==> src/rtl/count_column_key_ctrl.sv <==
// Key front-end for the count column: synchronise, debounce, arbitrate and emit clean step pulses.
// Define COUNT_COLUMN_AUTO_REPEAT_EN to compile in hold-to-repeat (HOLD/REPEAT stepping).
module count_column_key_ctrl #(
    parameter int unsigned DEB_CYCLES    = 4,
    parameter int unsigned PULSE_W       = 2,
    parameter int unsigned HOLD_CYCLES   = 16,
    parameter int unsigned REPEAT_CYCLES = 8
) (
    input  logic clk,
    input  logic key0_rst,
    input  logic key1_inc_up,
    input  logic key2_inc_down,
    output logic inc_up_n,
    output logic inc_down_n,
    output logic busy,
    output logic repeating
);

    localparam int unsigned MaxAB = (DEB_CYCLES > PULSE_W) ? DEB_CYCLES : PULSE_W;
    localparam int unsigned MaxCD = (HOLD_CYCLES > REPEAT_CYCLES) ? HOLD_CYCLES : REPEAT_CYCLES;
    localparam int unsigned MaxP  = (MaxAB > MaxCD) ? MaxAB : MaxCD;
    localparam int unsigned CW    = $clog2(MaxP) + 1;

    localparam logic [CW-1:0] DebLast   = CW'(DEB_CYCLES - 1);
    localparam logic [CW-1:0] PulseLast = CW'(PULSE_W - 1);
    localparam logic [CW-1:0] CntOne    = CW'(1);
`ifdef COUNT_COLUMN_AUTO_REPEAT_EN
    localparam logic [CW-1:0] PulseW    = CW'(PULSE_W);
    localparam logic [CW-1:0] HoldLast  = CW'(HOLD_CYCLES - 1);
    localparam logic [CW-1:0] RepLast   = CW'(REPEAT_CYCLES - 1);
`endif

    typedef enum logic [2:0] {
        StIdle, StDebounce, StFirst, StHold, StRepeat, StLock, StRelease
    } state_e;

    state_e          state_q, state_d;
    logic            dir_up_q, dir_up_d;
    logic [CW-1:0]   cnt_q, cnt_d;
    logic [1:0]      sync1_q, sync1_d, sync2_q, sync2_d;
    logic            out_up_q, out_up_d, out_dn_q, out_dn_d;
    logic            su, sd, key_hi, other_hi, pulse;

    assign su       = sync2_q[1];
    assign sd       = sync2_q[0];
    assign key_hi   = dir_up_q ? su : sd;
    assign other_hi = dir_up_q ? sd : su;

    always_ff @(posedge clk or negedge key0_rst) begin
        if (!key0_rst) begin
            state_q  <= StIdle;
            dir_up_q <= 1'b0;
            cnt_q    <= '0;
            sync1_q  <= 2'b11;
            sync2_q  <= 2'b11;
            out_up_q <= 1'b1;
            out_dn_q <= 1'b1;
        end else begin
            state_q  <= state_d;
            dir_up_q <= dir_up_d;
            cnt_q    <= cnt_d;
            sync1_q  <= sync1_d;
            sync2_q  <= sync2_d;
            out_up_q <= out_up_d;
            out_dn_q <= out_dn_d;
        end
    end

    always_comb begin
        sync1_d  = {key1_inc_up, key2_inc_down};
        sync2_d  = sync1_q;
        state_d  = state_q;
        dir_up_d = dir_up_q;
        cnt_d    = cnt_q;
        case (state_q)
            StIdle: begin
                cnt_d = '0;
                if (!su && !sd) begin
                    state_d = StLock;
                end else if (!su || !sd) begin
                    dir_up_d = !su;
                    state_d  = StDebounce;
                end
            end
            StDebounce: begin
                if (key_hi) begin
                    state_d = StIdle;
                    cnt_d   = '0;
                end else if (!other_hi) begin
                    state_d = StLock;
                    cnt_d   = '0;
                end else if (cnt_q == DebLast) begin
                    state_d = StFirst;
                    cnt_d   = '0;
                end else begin
                    cnt_d = cnt_q + CntOne;
                end
            end
            // cnt keeps running from the first pulse start so HOLD measures from there
            StFirst: begin
                if (cnt_q == PulseLast) begin
                    if (key_hi) begin
                        state_d = StRelease;
                        cnt_d   = '0;
                    end else begin
                        state_d = StHold;
                        cnt_d   = cnt_q + CntOne;
                    end
                end else begin
                    cnt_d = cnt_q + CntOne;
                end
            end
`ifdef COUNT_COLUMN_AUTO_REPEAT_EN
            StHold: begin
                if (key_hi) begin
                    state_d = StRelease;
                    cnt_d   = '0;
                end else if (cnt_q == HoldLast) begin
                    state_d = StRepeat;
                    cnt_d   = '0;
                end else begin
                    cnt_d = cnt_q + CntOne;
                end
            end
            // Release only once the current pulse has run its full width
            StRepeat: begin
                if (key_hi && cnt_q >= PulseLast) begin
                    state_d = StRelease;
                    cnt_d   = '0;
                end else if (cnt_q == RepLast) begin
                    cnt_d = '0;
                end else begin
                    cnt_d = cnt_q + CntOne;
                end
            end
`else
            StHold: begin
                if (key_hi) begin
                    state_d = StRelease;
                    cnt_d   = '0;
                end
            end
`endif
            StLock: begin
                if (su && sd) begin
                    state_d = StRelease;
                    cnt_d   = '0;
                end
            end
            StRelease: begin
                if (!(su && sd)) begin
                    cnt_d = '0;
                end else if (cnt_q == DebLast) begin
                    state_d = StIdle;
                    cnt_d   = '0;
                end else begin
                    cnt_d = cnt_q + CntOne;
                end
            end
            default: begin
                state_d = StIdle;
                cnt_d   = '0;
            end
        endcase
    end

    always_comb begin
        pulse = (state_q == StFirst);
`ifdef COUNT_COLUMN_AUTO_REPEAT_EN
        pulse = pulse || ((state_q == StRepeat) && (cnt_q < PulseW));
        repeating = (state_q == StRepeat);
`else
        repeating = 1'b0;
`endif
        out_up_d = !(pulse && dir_up_q);
        out_dn_d = !(pulse && !dir_up_q);
        busy     = (state_q != StIdle);
    end

    assign inc_up_n   = out_up_q;
    assign inc_down_n = out_dn_q;

endmodule

==> config.mk <==
export PLATFORM = sky130hd
export DESIGN_NAME = count_column_key_ctrl
export DESIGN_NICKNAME = d
export VERILOG_FILES = /design/src/rtl/count_column_key_ctrl.sv
export SDC_FILE = /design/constraint.sdc
export NUM_CORES = 1
export LEC_CHECK = 0
export CAP_MARGIN = 20
export CORE_AREA = 4 4 46 48
export DETAILED_ROUTE_END_ITERATION = 8
export DIE_AREA = 0 0 50 52
export GPL_ROUTABILITY_DRIVEN = 0
export PLACE_DENSITY_LB_ADDON = 0.05
export SKIP_CTS_REPAIR_TIMING = 1
export SLEW_MARGIN = 20
export SYNTH_ARGS = -nofsm -noshare
export SYNTH_HDL_FRONTEND = slang
export SYNTH_SLANG_ARGS = --single-unit
==> constraint.sdc <==
create_clock -name clk -period 4.23 [get_ports clk]
set_input_delay 0.846 -clock clk [delete_from_list [all_inputs] [get_ports clk]]
set_output_delay 0.846 -clock clk [all_outputs]
set_load 0.02 [all_outputs]
==> results of run 1 <==
[worst max-delay path by stage]
| stage | startpoint | endpoint | slack, ns |
|---|---|---|---|
| 2_1_floorplan | sync2_q[1] | cnt_q[3] | 2.03 |
| 3_3_place_gp | state_q[1] | busy | 1.91 |
| 3_5_place_dp | state_q[1] | busy | 1.90 |
| 4_1_cts | state_q[1] | busy | 1.57 |
| 5_1_grt | state_q[1] | busy | 1.49 |
| 6_report | state_q[1] | busy | 1.59 |
[sequential cells by signal, indices dropped and copies added (netlist names)]
signal      flops
inc_up_n        1
sync2_q         2
sync1_q         2
inc_down_n      1
dir_up_q        1
cnt_q           5
state_q         3
[final cells by class]
type | instances | area share (%)
clock buffers | 3 | 2.296
flip-flops and latches | 15 | 39.03
well taps | 25 | 3.189
repair buffers | 6 | 6.122
clock inverters | 1 | 0.5102
inverters | 6 | 2.296
multi-input cells | 66 | 46.56
[layout by cell type (no fill, tap or decap), types with 2 or more instances in the layout]
cell / count
nand3_1: 4
clkdlybuf4s50_1: 6
nand3b_1: 2
nor3_1: 2
dfstp_2: 6
nand2b_1: 2
nand2_1: 8
dfrtp_1: 9
o21ai_0: 5
ha_1: 5
a21oi_1: 4
a31oi_1: 2
o211ai_1: 2
o22ai_1: 3
clkbuf_4: 3
nor2_1: 7
inv_1: 6
[per-layer routing]
layer	routed length [um]	up-vias
li1	-	338
met1	791	297
met2	629	17
met3	94	3
met4	13	0
met5	0	-
[worst max-delay path: stages, from the launching register on]
cell	delay [ns]
dfrtp_1	0.57
or3_1	0.38
clkdlybuf4s50_1	0.56
[logic make-up after synthesis]
| group | count (synthesis) | synth area share (%) |
|---|---|---|
| other | 1 | 0.4257 |
| adders and majority gates | 5 | 7.102 |
| muxes | 2 | 2.415 |
| DFF | 15 | 43.47 |
| buffers and inverters | 10 | 4.688 |
| AOI/OAI and AO/OA | 25 | 21.88 |
| and+or+nand+nor | 33 | 20.03 |
[through the flow]
step / hold WS (ns) / instance area [um^2] / cells / worst slack, ns
after global routing: 0.3697 / 980.9 / 122 / 1.486
after CTS: 0.3605 / 980.9 / 122 / 1.570
after global placement: 0.3477 / 953.4 / 118 / 1.911
after floorplan: 0.3452 / 880.8 / 91 / 2.027
final: 0.3590 / 980.9 / 122 / 1.589
after detailed placement: 0.3468 / 953.4 / 118 / 1.904
[where the power goes]
group / switching [W] / internal, W / total, W
sequential: 0.0000649 / 0.000177 / 0.000242
combinational: 0.000115 / 0.000103 / 0.000217
clock: 0.0000471 / 0.0000352 / 0.0000823
total: 0.000227 / 0.000315 / 0.000542
==> impl_metrics.json, run 1 <==
{
  "drtIter0Drc": 17,
  "rsz0062_at_grt": "no",
  "clock_path_buffers": 2,
  "ant_nets": 0,
  "ff2ff_path_depth": 5,
  "regToRegSetupSlack_ns": 1.90,
  "slew-limit-headroom_pct": 55.82,
  "grt_util_all_layers_pct": 14.26,
  "hold_viol": 0,
  "fin_skew_ns": 0.0008187,
  "drive_gt1_share_pct": 17.53,
  "cap_violations": 0,
  "use_met1_pct": 18.78,
  "synth-seq-cells": 15,
  "clock_latency_ns": 0.29,
  "clk_pin_slew_ns": 0.09,
  "ys.flop_type": "dfrtp_1",
  "core_um2": 1708,
  "synth_seq_area_share_pct": 43.47,
  "run_status": "complete, no violations",
  "cts_num_sinks": 15,
  "port_buffers": 6,
  "yosys-top-cells-area": "dfrtp_1 (26%), dfstp_2 (18%), ha_1 (7.1%), nand2_1 (3.4%), a2111oi_4 (3.1%)",
  "antenna_cells": 0,
  "syn_nets": 100,
  "chipWidth_um": 50,
  "grt_pass1_wl_mm": 2.801,
  "ff_latch_area_um2": 382.9,
  "setup_viol": 0,
  "vias_per_cell": 5.369,
  "grt_max_degree": 18,
  "synth_warnings": 0,
  "worstHoldEndpoint": "sync2_q[0]",
  "yosysUniqueCellTypes": 37,
  "cp.arrival_ns": 1.79,
  "synth_top_cell_area_share_pct": 25.57,
  "fin_tns_setup_ns": 0,
  "synth_area_per_cell_um2": 9.680,
  "fin_crit_sh_pct": 62.43,
  "fin_util_pct": 57.44,
  "regToRegEndpoint": "cnt_q[3]",
  "cts_root_buf": "clkbuf_4",
  "worstPathMaxFanout": 17,
  "hp-class": "register to register",
  "ir_drop_uv": 432.9,
  "ys_async_sr_fraction_pct": 100.0,
  "synth_cells": 91,
  "overflow": 0,
  "yosys.area.top_type": "dfrtp_1",
  "power_density_nw_per_um2": 552.2,
  "report.final.slew_viol_count": 0,
  "start_kind": "register",
  "p_leak_nw": 0.4030,
  "num_vias": 655,
  "worstPathRequired_ns": 3.38,
  "grt_pass1_vias": 648,
  "start_util_pct": 51.58,
  "hpwl_mm": 1.111,
  "htreeDepth": 1,
  "finalWirelength_mm": 1.529,
  "syn_area_um2": 880.8,
  "grt_util_met2_pct": 20.87,
  "end_kind": "primary output",
  "nNetsFinal": 107,
  "fin_crit_ns": 2.641,
  "cts_tree": "built",
  "synth_edf_count": 0,
  "worstMarginPinSlew_ns": 0.6606,
  "grt_busiest_layer": "met2",
  "firstDrtPassIters": 4,
  "holdPathStages": 0,
  "area_growth_pct": 11.36,
  "die-area_um2": 2600,
  "worstReg2RegStart": "sync2_q[1]",
  "synth_common_cells": "dfrtp_1 (9), nand2_1 (8), nor2_1 (7)",
  "antenna_found_initial": 0,
  "fmax_mhz": 378.7,
  "multi_input_area_um2": 456.7,
  "cts_buffers": 3,
  "fillCellCount": 148,
  "pin_count": 8,
  "worstHoldStart": "sync1_q[0]",
  "yosysMostFrequentCell": "dfrtp_1",
  "routedWlPerCell_um": 12.53,
  "grt_use_met3_pct": 6.877,
  "drcViolationCount": 0,
  "die_y_um": 52,
  "totalPowerFinal_w": 0.0005416,
  "rows": 15,
  "crit_type": "register to primary output"
}
No activity file was read; power rests on OpenSTA's default activity.
==> run 2, diff against run 1 <==
- clock period: 4.23 -> 2.7 ns (I/O delays scaled with it)
==> run 2 against run 1 <==
  * Power rose by 60%
  * Non-clock buffer count is 2 higher
  * Combinational power rose by 79%
  * Utilization up 0.81 points
  * Count of clock-buffer cells in the layout up 1
  * Setup slack lost 1.2 ns
  * Die area did not move
  * Global-route usage is 1.1 points higher
  * Critical path type is now register to register
  * Critical endpoint is now cnt_q[3]
==> impl_metrics.json, run 2 (synthesized netlist as in run 1, its figures left out) <==
{
  "cp.arrival_ns": 2.54,
  "htreeDepth": 1,
  "grt_pass1_vias": 628,
  "antenna_cells": 0,
  "die-area_um2": 2600,
  "end_kind": "register",
  "worstPathRequired_ns": 2.90,
  "layout_common_cells": "dfrtp_1 (9), nand2_1 (8), nor2_1 (7)",
  "power_density_nw_per_um2": 872.8,
  "ff2ff_path_depth": 5,
  "regMostFlops": "cnt_q",
  "pin_count": 8,
  "run_status": "complete, no violations",
  "top_regs": "cnt_q: 5 flops, state_q: 3 flops",
  "worstPathMaxFanout": 8,
  "nNetsFinal": 109,
  "ir_drop_uv": 453.8,
  "drive_gt1_share_pct": 18.18,
  "grt_pass1_wl_mm": 2.994,
  "p_leak_nw": 0.4104,
  "final_common_cell": "dfrtp_1",
  "drtIter0Drc": 18,
  "grt_max_degree": 16,
  "port_buffers": 6,
  "worstMarginPinSlew_ns": 0.6694,
  "num_vias": 693,
  "slew-limit-headroom_pct": 55.24,
  "clk_pin_slew_ns": 0.09,
  "fin_skew_ns": 0.001863,
  "routedWlPerCell_um": 13.41,
  "finalWirelength_mm": 1.663,
  "holdPathStages": 0,
  "fin_tns_setup_ns": 0,
  "setup_viol": 0,
  "cap_violations": 0,
  "largest_reg_flops": 5,
  "crit_type": "register to register",
  "chipWidth_um": 50,
  "area_growth_pct": 12.93,
  "cts_root_buf": "clkbuf_4",
  "overflow": 0,
  "hold-worst-slack_ns": 0.3635,
  "antenna_found_initial": 0,
  "firstDrtPassIters": 4,
  "fmax_mhz": 426.5,
  "die_y_um": 52,
  "regToRegSetupSlack_ns": 0.36,
  "rows": 15,
  "fin_crit_sh_pct": 86.84,
  "drcViolationCount": 0,
  "cts_num_sinks": 15,
  "hold_viol": 0,
  "rsz0062_at_grt": "no",
  "clock_path_buffers": 2,
  "hp-class": "register to register",
  "fin_crit_ns": 2.345,
  "vias_per_cell": 5.589,
  "hpwl_mm": 1.226,
  "cts_tree": "built",
  "cts_buffers": 3,
  "core_um2": 1708,
  "fillCellCount": 149,
  "clock_latency_ns": 0.28,
  "start_util_pct": 51.58,
  "grt_util_all_layers_pct": 15.38,
  "ant_nets": 0,
  "start_kind": "register",
  "report.final.slew_viol_count": 0
}
## run 2: changes by cell type in the layout (fill, tap and decap cells not counted)
cell      delta
buf_4        +2
clkinv_2     -1
clkbuf_1     +1
## run 2: metal layers
layer | track usage [%] | routed length, um | vias up
met3 | 2.579 | 45 | 2
met1 | 24.24 | 912 | 337
met4 | 5.530 | 20 | 0
met5 | 0 | 0 | -
li1 | - | - | 343
met2 | 20.43 | 684 | 11
## run 2: where the power goes
| group | switching, W | total (W) | internal (W) |
|---|---|---|---|
| Combinational | 0.000212 | 0.000389 | 0.000177 |
| Sequential | 0.0000735 | 0.000352 | 0.000278 |
| Clock | 0.0000704 | 0.000128 | 0.0000573 |
## run 2: final cells by class
| class | instances | area, um^2 | area share [%] |
|---|---|---|---|
| inverter | 6 | 22.52 | 2.264 |
| tap | 25 | 31.28 | 3.145 |
| multi-input combinational | 66 | 456.7 | 45.91 |
| timing repair buffer | 8 | 75.07 | 7.547 |
| sequential | 15 | 382.9 | 38.49 |
| clock buffer | 4 | 26.28 | 2.642 |
## run 2: critical path: stages, from the launching register on
cell	delay [ns]
dfstp_2	0.60
or3b_4	0.41
a2111oi_4	0.42
a211oi_2	0.20
or4_1	0.52
o211ai_1	0.10
## run 2: final timing paths
path                             from          to
setup / recovery           sync2_q[1]    cnt_q[3]
hold / removal             sync1_q[0]  sync2_q[0]
setup reg to reg           sync2_q[1]    cnt_q[3]
hold reg to reg            sync1_q[0]  sync2_q[0]
max in group asynchronous    key0_rst  state_q[0]
min in group asynchronous    key0_rst    dir_up_q
## run 2: per-stage QoR
stage / setup WS (ns) / std cells / util [%] / area (um^2) / power, W
2_1_floorplan: 0.4967 / 91 / - / 880.8 / 0.0006255
3_3_place_gp: 0.4334 / 120 / 56.70 / 968.4 / 0.0007385
3_5_place_dp: 0.3819 / 120 / 56.70 / 968.4 / 0.0007406
4_1_cts: 0.3642 / 124 / 58.24 / 994.7 / 0.0008702
5_1_grt: 0.2213 / 124 / 58.24 / 994.7 / 0.0009468
6_report: 0.3553 / 124 / 58.24 / 994.7 / 0.0008682
